## src/rtl/adc_scan_ctrl.sv

```systemverilog
// adc_scan_ctrl: multi-channel scan scheduler for the serial ADC block.
// Walks the enabled-channel mask in ascending order, one conversion at a time,
// paces scan rounds with a programmable period timer and keeps the latest result
// of every channel in a small register file.
//
// Ports:
//   clk, rst_n          clock, asynchronous active-low reset
//   scan_en             level enable for scanning
//   ch_mask             enabled channels (bit i = channel i), sampled at round start
//   period              round period in clk cycles, sampled while waiting
//   spi_start           one-cycle conversion request to the SPI block
//   spi_channel         channel being converted
//   spi_done, spi_data  conversion complete strobe and result
//   res_valid           one-cycle pulse when a result is stored
//   res_ch, res_data    channel and value of the stored result
//   rd_ch, rd_data      combinational register-file read port
//   busy                high whenever not idle
//   round_done          one-cycle pulse at the end of each scan round
//   timeout_err         sticky skipped-channel flag, cleared by reset or scan_en rise
module adc_scan_ctrl #(
  parameter int unsigned NUM_CH  = 8,
  parameter int unsigned CH_W    = 3,
  parameter int unsigned DATA_W  = 12,
  parameter int unsigned PER_W   = 16,
  parameter int unsigned TIMEOUT = 1024
) (
  input  logic              clk,
  input  logic              rst_n,
  input  logic              scan_en,
  input  logic [NUM_CH-1:0] ch_mask,
  input  logic [PER_W-1:0]  period,
  output logic              spi_start,
  output logic [CH_W-1:0]   spi_channel,
  input  logic              spi_done,
  input  logic [DATA_W-1:0] spi_data,
  output logic              res_valid,
  output logic [CH_W-1:0]   res_ch,
  output logic [DATA_W-1:0] res_data,
  input  logic [CH_W-1:0]   rd_ch,
  output logic [DATA_W-1:0] rd_data,
  output logic              busy,
  output logic              round_done,
  output logic              timeout_err
);

  localparam int unsigned TO_W = $clog2(TIMEOUT + 1);

  typedef enum logic [2:0] {StIdle, StFind, StStart, StWaitDone, StWaitTmr} state_e;

  state_e              state_q, state_d;
  logic [NUM_CH-1:0]   mask_q, mask_d;
  // One extra bit so that a pointer past the last channel means "round over".
  logic [CH_W:0]       ptr_q, ptr_d;
  logic [PER_W-1:0]    tmr_q, tmr_d;
  logic [TO_W-1:0]     wd_q, wd_d;
  logic [CH_W-1:0]     chan_q, chan_d;
  logic                res_valid_q, res_valid_d;
  logic [CH_W-1:0]     res_ch_q, res_ch_d;
  logic [DATA_W-1:0]   res_data_q, res_data_d;
  logic                terr_q, terr_d;
  logic                scan_en_q;
  logic                done_q;
  logic [DATA_W-1:0]   result_q [NUM_CH];

  logic                hit;
  logic [CH_W-1:0]     hit_ch;
  logic [PER_W-1:0]    tmr_inc;
  logic                tmr_ready;
  logic                done_rise;
  logic [CH_W:0]       ptr_next;

  // Lowest enabled channel at or above the pointer.
  always_comb begin
    hit    = 1'b0;
    hit_ch = '0;
    for (int i = 0; i < NUM_CH; i++) begin
      if (!hit && mask_q[i] && ((CH_W+1)'(i) >= ptr_q)) begin
        hit    = 1'b1;
        hit_ch = CH_W'(i);
      end
    end
  end

  assign tmr_inc   = (&tmr_q) ? tmr_q : tmr_q + PER_W'(1);
  // period 0 and 1 both mean back-to-back rounds.
  assign tmr_ready = (period <= PER_W'(1)) || (tmr_q >= period - PER_W'(1));
  // Only the first cycle of a held spi_done counts as a completion.
  assign done_rise = spi_done && !done_q;
  assign ptr_next  = {1'b0, chan_q} + (CH_W+1)'(1);

  always_comb begin
    state_d     = state_q;
    mask_d      = mask_q;
    ptr_d       = ptr_q;
    tmr_d       = tmr_q;
    wd_d        = wd_q;
    chan_d      = chan_q;
    res_valid_d = 1'b0;
    res_ch_d    = res_ch_q;
    res_data_d  = res_data_q;
    terr_d      = terr_q;

    if (scan_en && !scan_en_q) terr_d = 1'b0;
    if (state_q != StIdle) tmr_d = tmr_inc;

    case (state_q)
      StIdle: begin
        if (scan_en && (|ch_mask)) begin
          mask_d  = ch_mask;
          ptr_d   = '0;
          tmr_d   = '0;
          state_d = StFind;
        end
      end
      StFind: begin
        if (!scan_en) begin
          state_d = StIdle;
        end else if (hit) begin
          chan_d  = hit_ch;
          state_d = StStart;
        end else begin
          state_d = StWaitTmr;
        end
      end
      StStart: begin
        // Watchdog counts cycles since the start pulse.
        wd_d    = TO_W'(1);
        state_d = StWaitDone;
      end
      StWaitDone: begin
        if (done_rise) begin
          res_valid_d = 1'b1;
          res_ch_d    = chan_q;
          res_data_d  = spi_data;
          ptr_d       = ptr_next;
          state_d     = StFind;
        end else if (wd_q >= TO_W'(TIMEOUT)) begin
          terr_d  = 1'b1;
          ptr_d   = ptr_next;
          state_d = StFind;
        end else begin
          wd_d = wd_q + TO_W'(1);
        end
      end
      StWaitTmr: begin
        if (!scan_en) begin
          state_d = StIdle;
        end else if (tmr_ready) begin
          if (|ch_mask) begin
            mask_d  = ch_mask;
            ptr_d   = '0;
            tmr_d   = '0;
            state_d = StFind;
          end else begin
            state_d = StIdle;
          end
        end
      end
      default: state_d = StIdle;
    endcase
  end

  always_ff @(posedge clk or negedge rst_n) begin
    if (!rst_n) begin
      state_q     <= StIdle;
      mask_q      <= '0;
      ptr_q       <= '0;
      tmr_q       <= '0;
      wd_q        <= '0;
      chan_q      <= '0;
      res_valid_q <= 1'b0;
      res_ch_q    <= '0;
      res_data_q  <= '0;
      terr_q      <= 1'b0;
      scan_en_q   <= 1'b0;
      done_q      <= 1'b0;
    end else begin
      state_q     <= state_d;
      mask_q      <= mask_d;
      ptr_q       <= ptr_d;
      tmr_q       <= tmr_d;
      wd_q        <= wd_d;
      chan_q      <= chan_d;
      res_valid_q <= res_valid_d;
      res_ch_q    <= res_ch_d;
      res_data_q  <= res_data_d;
      terr_q      <= terr_d;
      scan_en_q   <= scan_en;
      done_q      <= spi_done;
    end
  end

  // Written from the res_* registers so a same-cycle read sees the old value.
  always_ff @(posedge clk or negedge rst_n) begin
    if (!rst_n) begin
      for (int i = 0; i < NUM_CH; i++) result_q[i] <= '0;
    end else if (res_valid_q) begin
      result_q[res_ch_q] <= res_data_q;
    end
  end

  assign spi_start   = (state_q == StStart);
  assign spi_channel = chan_q;
  assign res_valid   = res_valid_q;
  assign res_ch      = res_ch_q;
  assign res_data    = res_data_q;
  assign rd_data     = result_q[rd_ch];
  assign busy        = (state_q != StIdle);
  assign round_done  = (state_q == StFind) && !hit;
  assign timeout_err = terr_q;

endmodule

```

## config.mk

```make
export PLATFORM = sky130hd
export DESIGN_NAME = adc_scan_ctrl
export DESIGN_NICKNAME = d
export VERILOG_FILES = /design/src/rtl/adc_scan_ctrl.sv
export SDC_FILE = /design/constraint.sdc
export NUM_CORES = 1
export LEC_CHECK = 0
export ABC_AREA = 1
export BUFFER_PORTS_ARGS = -buffer_cell sky130_fd_sc_hd__buf_2
export CAP_MARGIN = 20
export CORE_MARGIN = 5
export CORE_UTILIZATION = 50
export CTS_CLUSTER_SIZE = 14
export DETAILED_ROUTE_END_ITERATION = 8
export MAX_ROUTING_LAYER = met4
export PLACE_DENSITY_LB_ADDON = 0.15
export SLEW_MARGIN = 10
export SYNTH_ARGS = -nofsm -noshare
export SYNTH_HDL_FRONTEND = slang
export SYNTH_SLANG_ARGS = --single-unit
```

## constraint.sdc

```tcl
create_clock -name clk -period 4.2 [get_ports clk]
set_clock_uncertainty 0.1 [all_clocks]
set_input_delay 0.84 -clock clk [delete_from_list [all_inputs] [get_ports clk]]
set_output_delay 0.84 -clock clk [all_outputs]
set_load 0.02 [all_outputs]
```

# Yosys cells after proc, flatten, opt, wreduce, memory -nomap -nowiden
# Cells that the tools add are included.
[totals]
ff_bits = 160
inputBits = 43
elab_cells = 154
[op_classes]
n_addsub = 4
order_cmp = 14
eq_ne = 12
mux = 58
n_bitwise = 2
n_reduce_logical = 44
[ops]
columns = ["op", "n"]
rows = [
  ["$bwmux W96", 1],
  ["$mux W16", 6],
  ["$bmux W12 S3", 1],
  ["$demux W12 S3", 1],
  ["$mux W12", 3],
  ["$mux W3", 12],
  ["$mux W8", 4],
  ["$pmux W16 S2", 1],
  ["$mux W4", 6],
  ["$mux W11", 2],
  ["$pmux W11 S2", 1],
  ["$logic_and A1 B1 Y1", 20],
  ["$add A16 B1 Y16 const B", 1],
  ["$ge A16 B16 Y1", 1],
  ["$ge A3 B4 Y1 const A", 4],
  ["$le A16 B1 Y1 const B", 1],
  ["$mux W1", 16],
  ["$pmux W8 S2", 1],
  ["$reduce_and A16 Y1", 1],
  ["$sub A16 B1 Y16 const B", 1],
  ["$pmux W3 S5", 1],
  ["$ne A2 B2 Y1 const B", 6],
  ["$pmux W4 S3", 1],
  ["$add A11 B1 Y11 const B", 1],
  ["other kinds (22)", 41],
]

# Depth between registers and ports, before layout
# Gate-level depths: netlist of run 1.
[logic_depth]
ltp_word = 34
depth_mapped = 18
ltp_nobuf = 18

# Worst setup path before layout of run 1
# OpenSTA, ideal clock, no wires.
[synth_timing]
path_kind = "input port to flip-flop"
startpoint = "in period[11]"
endpoint = "reg mask_q[0]"
arrival_time_ps = 2964
setup_slack_ps = 1019
cell_stages = 14
n_path_buf = 1
cell_sequence = "nor2_1 -> or3b_2 -> nor4_2 -> xnor2_1 -> ha_1 -> a21oi_1 -> nand2_1 -> a21oi_1 -> nand4_2 -> nand2_1 -> nand2_4 -> buf_6 -> nand3_1 -> nand2_1"
[synth_between]
elab_chain_len = 5
[synth_lines]
columns = ["item", "line_no", "source"]
rows = [
  ["start, declared", "31", "input logic [PER_W-1:0] period,"],
  ["$sub A16 B1 Y16", "86", "assign tmr_ready = (period <= PER_W'(1)) || (tmr_q >= period - PER_W'(1));"],
  ["$ge A16 B16 Y1", "86", ""],
  ["$logic_or A1 B1 Y1 (*)", "86", ""],
  ["$ne A2 B2 Y1 (no line) (*)", "--", ""],
  ["$reduce_and A5 Y1 (no line) (*)", "--", ""],
  ["end signal, assigned", "179", "mask_q <= mask_d;"],
  ["end, declared", "51", "logic [NUM_CH-1:0] mask_q, mask_d;"],
]
# Mark *: on every way between the ends. The rest lies on a longest branch, timed or not.
# A chain may end at the register's enable or synchronous reset.

# Worst setup path in the final report of run 1
[layout_timing]
startpoint = "in rd_ch[1]"
endpoint = "out rd_data[0]"
[layout_between]
elab_chain_len = 4
[layout_lines]
columns = ["item", "line_no", "source"]
rows = [
  ["start, declared", "39", "input logic [CH_W-1:0] rd_ch,"],
  ["$not A3 Y4 (implied by the code)", "207", "assign rd_data = result_q[rd_ch];"],
  ["$bmux W12 S3", "207", ""],
  ["$mux W12 (implied by the code) (2 in a row)", "207", ""],
  ["end, declared", "40", "output logic [DATA_W-1:0] rd_data,"],
]
# Every way passes these cells. The select of a mux whose other input is x is not followed.

==> out/qor.csv, run 1 <==
metric,value,unit
DRT iter0 DRCs,390,
final setup vio count,0,
Critical Path Stages,6,
CP max-delay cell,buf_2,
worst ir drop on vdd,0.4710,mV
most frequent cells in the layout,"237 x nand2_1, 160 x dfrtp_1, 141 x nor2_1, 141 x o21ai_0, 76 x buf_2",
fmax,292.0,MHz
Seq cells post-synth,160,
setup tns final,0,ps
RSZ-0062 raised after global routing,false,
leakage power,4.499,nW
crit-path cells,buf_2 > o21ai_0 > o32ai_1 > nor2_1 > a31oi_1 > buf_2,
critical path class,input port to output pin,
antenna cells,0,
GR Overflow Total,0,
row cnt,47,
Core ar.,16410,um2
Ports,78,
R2R depth,11,
Synth cell types,42,
multi-input logic area,3784,um2
synth warn,0,
Slew HR,38.86,%
"Slew Viols, Final",0,
global-route wire length before repair,32330,um
Worst Path Max Fanout,41,
final antenna-violating net count,0,
fillers,1585,
CP Buf/Inv Count,2,
Top Family by Delay on Critical Path,buffers and inverters,
Worst Tran Pin Value,914.8,ps
hpwl dp,12930,um
Post-CTS Setup Inserts,0,
die height,138.5,um
"most common cell after layout, fill and taps aside",nand2_1,
Worst EP arrival,2490,ps
Crit. End Element,output pin,
Tmin final,3425,ps
RR Endpoint,mask_q[1],
most frequent CP cell,buf_2,
Worst setup SP type,input port,
Via density,5.239,
initial antenna violation count,0,
largest net degree at the start of global routing,86,
Syn Area/Cell,8.035,um2
die span in x,138.5,um
CTS Sinks,160,
area grow syn2layout,14.48,%
max cap viols,0,
layout cells sized above 1,13.42,%
ys async rst share,100.0,%
max incr delay on CP,620,ps
Reg2Reg Setup Slack,1800,ps
Initial Util,50.29,%
Post-Synthesis Cells,1027,
Final nets,1155,
Syn Std Cell Area,8252,um2
Tightest Hold Check Type,input port to asynchronous set/reset pin,
leading register cell type out of synthesis,dfrtp_1,
Root Buffer,clkbuf_16,
GPL Wtd Cong,0.8235,
status,"complete, no violations",
Worst-Skew Late Latency,420,ps
Worst EP required,3260,ps
Routed Wire Length,19150,um
worst flop-to-flop path startpoint,tmr_q[7],
number of buffers created by CTS,17,
"Seq/Total Area, Yosys",48.52,%
number of synthesized flops with an enable pin,0,
via count,6931,
crit path launch,rd_ch[1],
post-CTS sizing,0,
Final Hold Fails,0,
net count after synthesis,1092,
Hold Slack,364.5,ps
Power Dens Cells,653.3,nW/um2
TritonCTS clock tree,built,
DRC viols,0,
H-tree level count,4,
clock buffer depth,2,
"CTS clk-pin slew, worst paths",60,ps
drt wl/cell,14.48,um
hold_buf cts,0,
Port Buffer Count,77,
final worst path period share,81.55,%
Die ar.,19170,um2
1st-pass router iterations,5,
flip-flop and latch area,4004,um2
post-layout util,57.58,%
gr usage total,21.17,%
vias in the first global route,6652,
worst reg2reg max path: cells and delay by family, from the launching register on:
kind                       cells  cell delay, ps
DFF                            1             440
and+or+nand+nor               10            1410
adders and majority gates      1             330
per-stage QoR:
stage          area, um2  power (mW)  worst slack [ps]  std cells
2_1_floorplan       8252       4.007              1019       1027
3_3_place_gp        8836       4.573             550.7       1290
3_5_place_dp        8847       4.626             442.5       1291
4_1_cts             9447       6.228             797.8       1323
5_1_grt             9447       6.676             591.0       1323
6_report            9447       6.171             774.9       1323
layer usage:
layer,track usage (%),part of all wire [%],vias to the layer above
met5,-,0,-
met3,4.972,3.8,22
met2,34.25,48,127
met1,26.85,46,3267
met4,5.980,1.6,0
li1,-,-,3515
where the power goes:
| group | internal (mW) | switching, mW |
|---|---|---|
| logic | 0.693 | 1.36 |
| registers | 2.15 | 0.399 |
| clock network | 0.964 | 0.609 |
| total | 3.80 | 2.37 |
sequential cells by signal, summed over array words and instances, names as in the netlist:
register and cells:
tmr_q 16, res_valid 1, ptr_q 4, timeout_err 1, state_q 3, mask_q 8, done_q 1, wd_q 11
res_data 12, result_q 96, res_ch 3, scan_en_q 1, spi_channel 3
final cells by class:
cell class,instances,share of cell area (%)
clock buffer,22,4.914
clock inverter,10,1.430
inverter,79,3.139
multi-input combinational,746,40.05
sequential,160,42.38
tap,220,2.914
timing repair buffer,86,5.166
worst max-delay path by stage:
stage	end	slack (ps)
CTS	rd_data[0]	800
global placement	mask_q[7]	550
detailed placement	mask_q[2]	440
global route	mask_q[1]	590
finish	rd_data[0]	770
floorplan	mask_q[0]	1020
logic make-up after synthesis:
group / count (synthesis) / synth area share [%]
AO/OA/AOI/OAI: 222 / 14.80
XOR/XNOR: 32 / 3.397
adder cells (fa/ha/maj): 22 / 3.336
buffers and inverters: 121 / 5.716
flip-flops: 160 / 48.52
multiplexers: 1 / 0.1365
AND/OR/NAND/NOR: 469 / 24.09
cell usage after synthesis, types with 6 or more instances:
cell | instances | area (um2)
clkbuf_1 | 35 | 131.4
dfrtp_1 | 160 | 4004
nor2_2 | 6 | 37.54
o21ai_0 | 141 | 705.7
o32ai_1 | 12 | 105.1
a21oi_1 | 32 | 160.2
inv_2 | 6 | 22.52
nor3_1 | 12 | 60.06
nand3_1 | 44 | 220.2
nor2_1 | 142 | 533.0
inv_1 | 72 | 270.3
o211ai_1 | 12 | 90.09
nand2_1 | 237 | 889.6
xor2_1 | 21 | 183.9
xnor2_1 | 11 | 96.34
ha_1 | 22 | 275.3
a31oi_1 | 13 | 81.33
Power figures use the tool's default switching activity.
==> run 2, diff against run 1 <==
- clock period: 4.2 -> 3.2 ns (I/O delays scaled with it)
==> run 2 against run 1 <==
Effect of this change:
- worst setup slack got worse by 450 ps
- die area unchanged
- critical path type unchanged
- global-route usage increased by 0.17 points
- sequential share of layout area decreased by 0.97 points
- power increased by 35%
- combinational power increased by 36%
- wire length increased by 1.6%
- register-to-register slack got worse by 730 ps
- clock-buffer cell count unchanged
==> out/qor.csv, run 2 (synthesis gave the netlist of run 1 again) <==
metric,value,unit,change
DRC viols,0,,unchanged
Port Buffer Count,77,,unchanged
multi-input logic area,3789,um2,+0.13%
Worst-Skew Late Latency,430,ps,about the same
leakage power,4.626,nW,+2.8%
number of buffers created by CTS,17,,unchanged
DRT iter0 DRCs,400,,+2.6%
row cnt,47,,unchanged
fillers,1470,,-7.3%
max reg flops,96,,unchanged
Core ar.,16410,um2,unchanged
post-layout util,58.93,%,+1.3 points
status,"complete, no violations",,
Worst setup SP type,input port,,
Routed Wire Length,19460,um,+1.6%
Worst Path Max Fanout,22,,-46%
Tmin final,2875,ps,
die span in x,138.5,um,unchanged
Worst Tran Pin Value,898.1,ps,-16.74 ps
area grow syn2layout,17.16,%,
RR Endpoint,tmr_q[4],,
GR Overflow Total,0,,unchanged
Final Hold Fails,0,,unchanged
initial antenna violation count,0,,unchanged
worst ir drop on vdd,0.5028,mV,+6.7%
gr usage total,21.34,%,+0.17 points
"Slew Viols, Final",0,,unchanged
global-route wire length before repair,32800,um,+1.5%
GPL Wtd Cong,0.7978,,-3.1%
"CTS clk-pin slew, worst paths",60,ps,about the same
Slew HR,39.96,%,+1.1 points
layout cells sized above 1,15.21,%,+1.8 points
max cap viols,0,,unchanged
largest net degree at the start of global routing,60,,-30%
antenna cells,0,,unchanged
Initial Util,50.29,%,unchanged
Die ar.,19170,um2,unchanged
H-tree level count,4,,unchanged
via count,7030,,+1.4%
worst flop-to-flop path startpoint,tmr_q[7],,
Power Dens Cells,859.6,nW/um2,+32%
largest register by flop count,result_q,,
final antenna-violating net count,0,,unchanged
final setup vio count,0,,unchanged
most frequent cells in the layout,"237 x nand2_1, 160 x dfrtp_1, 141 x nor2_1, 141 x o21ai_0, 76 x buf_2",,
total power,8.311,mW,+35%
die height,138.5,um,unchanged
"most common cell after layout, fill and taps aside",nand2_1,,
drt wl/cell,14.48,um,about the same
Crit. End Element,output pin,,
TritonCTS clock tree,built,,
critical path class,input port to output pin,,
Ports,78,,unchanged
RSZ-0062 raised after global routing,false,,
hpwl dp,13510,um,+4.5%
fmax,347.9,MHz,
final worst path period share,89.83,%,
Worst EP arrival,2130,ps,-360 ps
CTS Sinks,160,,unchanged
Via density,5.231,,-0.16%
Final nets,1177,,+1.9%
Post-CTS Setup Inserts,0,,unchanged
vias in the first global route,6717,,+0.98%
1st-pass router iterations,5,,unchanged
flip-flop and latch area,4004,um2,unchanged
clock buffer depth,2,,unchanged
Worst EP required,2460,ps,-800 ps
Tightest Hold Check Type,input port to asynchronous set/reset pin,,
R2R depth,10,,-1
Reg2Reg Setup Slack,1070,ps,-730 ps
Root Buffer,clkbuf_16,,
## run 2: layout make-up
| class | count | share of cell area, % |
|---|---|---|
| clock inverters | 9 | 1.605 |
| inverters | 79 | 3.067 |
| multi-input cells | 746 | 39.19 |
| clock buffers | 22 | 4.905 |
| well taps | 220 | 2.847 |
| flip-flops and latches | 160 | 41.41 |
| repair buffers | 108 | 6.976 |
## run 2: worst max-delay path, cell delays in order
cell     delay, ps
buf_2          300
buf_12         210
nor2_1          60
o32ai_1        310
nor2_1          70
a31oi_1        290
buf_2          240
## run 2: metrics by stage
step           setup TNS [ps]  area, um2  std cells  hold WS [ps]  worst slack [ps]
5_1_grt                     0       9668       1344         98.14             31.11
2_1_floorplan               0       8252       1027         244.4             219.0
4_1_cts                     0       9663       1344         79.37             344.0
6_report                    0       9668       1344         71.02             325.3
3_5_place_dp            -1815       9034       1313         367.8            -96.66
3_3_place_gp           -541.3       9034       1313         361.1            -38.82
## run 2: metal layers
metal	track usage [%]	vias to the layer above	wire, um
met5	-	-	0
met4	5.876	0	313
met3	4.075	28	730
met2	35.23	114	9464
met1	27.11	3330	8949
li1	-	3558	-
## run 2: worst max-delay path by stage
stage,from,to,slack (ps),cells past startpoint
floorplan,period[11],mask_q[0],220,14
global placement,period[11],mask_q[2],-40,15
detailed placement,period[11],tmr_q[1],-100,14
CTS,rd_ch[0],rd_data[3],340,7
global route,period[0],ptr_q[3],30,18
finish,rd_ch[0],rd_data[3],330,7
## run 2: power by group
part	leakage [nW]	switching (mW)	total [mW]	internal, mW
combinational	2.21	1.81	2.79	0.981
clock	0.307	0.807	2.17	1.37
sequential	2.11	0.532	3.35	2.82
## run 2: what timing repair did
item                       in CTS  in global routing
gates resized for setup         0                  1
hold buffers                    0                  0
setup endpoints to repair       0                  7
hold endpoints to repair        0                  0
==> run 3, diff against run 2 <==
- REMOVE_ABC_BUFFERS: default -> 1
==> run 3 against run 2 <==
Effect of this change:
- worst setup slack got worse by 36 ps
- critical endpoint is now tmr_q[6]
- combinational power shrank 4%
- first-iteration DRC count fell by 1.8%
- critical path depth is 7 higher
- design area shrank 1.2%
- clock power decreased by 12%
- global-route usage is 0.24 points lower
- largest power group unchanged
==> out/qor.csv, run 3 (synthesis gave the netlist of run 1 again) <==
metric,value,unit,change
status,"complete, no violations",,
hpwl dp,12660,um,-6.3%
Reg2Reg Setup Slack,960,ps,-110 ps
antenna cells,0,,unchanged
post-layout util,58.25,%,-0.68 points
met3 Track Usage GR,3.384,%,-0.69 points
post-CTS sizing,0,,unchanged
Slew HR,40.90,%,+0.94 points
area grow syn2layout,15.82,%,
GR Overflow Total,0,,unchanged
Worst EP required,3390,ps,+930 ps
most frequent cells in the layout,"237 x nand2_1, 160 x dfrtp_1, 141 x nor2_1, 141 x o21ai_0, 76 x buf_2",,
met2 Usage GRT,34.35,%,-0.87 points
layout cells sized above 1,14.97,%,-0.24 points
initial antenna violation count,0,,unchanged
final worst path period share,90.97,%,+1.1 points
final setup vio count,0,,unchanged
Hold Slack,92.98,ps,+21.96 ps
internal power,4.869,mW,-5.7%
Port Buffer Count,77,,unchanged
fillers,1513,,+2.9%
Worst Tran Pin Value,884.4,ps,-13.69 ps
Core ar.,16410,um2,unchanged
Die ar.,19170,um2,unchanged
clock buffer depth,2,,unchanged
Reg power frac,42.0,%,+1.7 points
Net Sw Frac,38.73,%,+0.86 points
row cnt,47,,unchanged
Post-CTS Setup Inserts,0,,unchanged
Tightest Hold Check Type,input port to asynchronous set/reset pin,,
most used routing layer,met2,,
Initial Util,50.29,%,unchanged
Psw,3.078,mW,-2.2%
"Slew Viols, Final",0,,unchanged
GR Layer Usage met1,27.65,%,+0.54 points
combinational share of power,33.9,%,+0.3 points
RSZ-0062 raised after global routing,false,,
via count,6914,,-1.7%
H-tree level count,4,,unchanged
critical path class,input port to flop,,
Worst-Skew Late Latency,420,ps,about the same
gr usage total,21.10,%,-0.24 points
fmax,343.5,MHz,-1.2%
worst flop-to-flop path startpoint,state_q[2],,
leakage power,4.569,nW,-1.3%
drt wl/cell,14.04,um,-3.0%
worst ir drop on vdd,0.4770,mV,-5.1%
Final nets,1174,,-0.25%
number of buffers created by CTS,17,,unchanged
Worst EP arrival,3100,ps,+970 ps
Final Hold Fails,0,,unchanged
Via density,5.152,,-1.5%
largest net degree at the start of global routing,61,,+1.7%
max cap viols,0,,unchanged
Root Buffer,clkbuf_16,,
flip-flop and latch area,4004,um2,unchanged
1st-pass router iterations,5,,unchanged
hold_buf cts,0,,unchanged
die height,138.5,um,unchanged
Area after DPL,8999,um2,-0.39%
clock power share,24.1,%,-2.0 points
R2R depth,5,,-5
max reg flops,96,,unchanged
Tmin final,2911,ps,+36.21 ps
die span in x,138.5,um,unchanged
TritonCTS clock tree,built,,
GPL Wtd Cong,0.8113,,+1.7%
"Design Area, Final",9557,um2,-1.2%
DRC viols,0,,unchanged
Crit. End Element,flop,,
Routed Wire Length,18840,um,-3.2%
RR Endpoint,res_data[2],,
"CTS clk-pin slew, worst paths",60,ps,about the same
Worst setup SP type,input port,,
DRT iter0 DRCs,393,,-1.8%
"most common cell after layout, fill and taps aside",nand2_1,,
Ports,78,,unchanged
CTS Sinks,160,,unchanged
Power Dens Cells,831.6,nW/um2,-3.3%
final antenna-violating net count,0,,unchanged
global-route wire length before repair,32510,um,-0.91%
multi-input logic area,3784,um2,-0.13%
vias in the first global route,6695,,-0.33%
largest register by flop count,result_q,,
Worst Path Max Fanout,10,,-55%
==> run 3: changes by cell type in the layout (fill, tap and decap cells not counted) <==
cell | before | now
clkinv_4 | 1 | 3
inv_6 | 1 | 2
clkbuf_8 | 3 | 1
clkinvlp_4 | 1 | 3
nor3_2 | 6 | 5
nor3_1 | 10 | 11
buf_12 | 4 | 3
buf_4 | 27 | 25
bufinv_16 | 4 | 1
clkinv_2 | 2 | 3
==> run 3: worst max-delay path by stage <==
stage | slack, ps | from | to
3_3_place_gp | -40 | period[11] | tmr_q[4]
6_report | 290 | period[11] | tmr_q[6]
3_5_place_dp | -140 | period[11] | tmr_q[1]
2_1_floorplan | 140 | period[11] | mask_q[0]
5_1_grt | 150 | period[11] | tmr_q[1]
4_1_cts | 280 | period[11] | tmr_q[1]
==> run 3: final cells by class <==
class                      instances  area share, %
clock buffer                      20          4.674
clock inverter                    12          1.165
inverter                          79          3.103
multi-input combinational        746          39.59
sequential                       160          41.90
tap                              220          2.880
timing repair buffer             105          6.690
==> run 3: layer usage <==
layer | share of wire (%) | vias to the layer above
li1 | - | 3556
met1 | 48 | 3244
met2 | 48 | 93
met3 | 2.7 | 21
met4 | 1.3 | 0
met5 | 0 | -
==> run 3: power groups by stage <==
stage | clock network (mW) | registers [mW] | logic (mW)
6_report | 1.91 | 3.34 | 2.69
5_1_grt | 2.06 | 3.45 | 3.13
4_1_cts | 1.96 | 3.33 | 2.73
3_5_place_dp | 0 | 3.36 | 2.72
3_3_place_gp | 0 | 3.35 | 2.66
2_1_floorplan | 0 | 3.39 | 1.80
==> run 3: through the flow <==
step                power (mW)  setup TNS [ps]  cells  worst slack [ps]
global placement         6.008          -724.5   1310            -40.51
global route             8.634               0   1342             150.8
detailed placement       6.079           -3014   1310            -135.3
finish                   7.947               0   1342             289.1
floorplan                5.186               0    985             135.6
CTS                      8.028               0   1342             280.7
==> run 3: worst max-delay path, stage by stage <==
cell,delay [ps]
buf_2,100
nor2_1,130
or3b_2,480
nor4_2,250
xnor2_1,110
ha_1,320
nand2_1,90
nor3_1,260
nand2_1,100
nand4_2,140
nand2_1,100
nand2_4,100
buf_4,180
a21oi_1,90
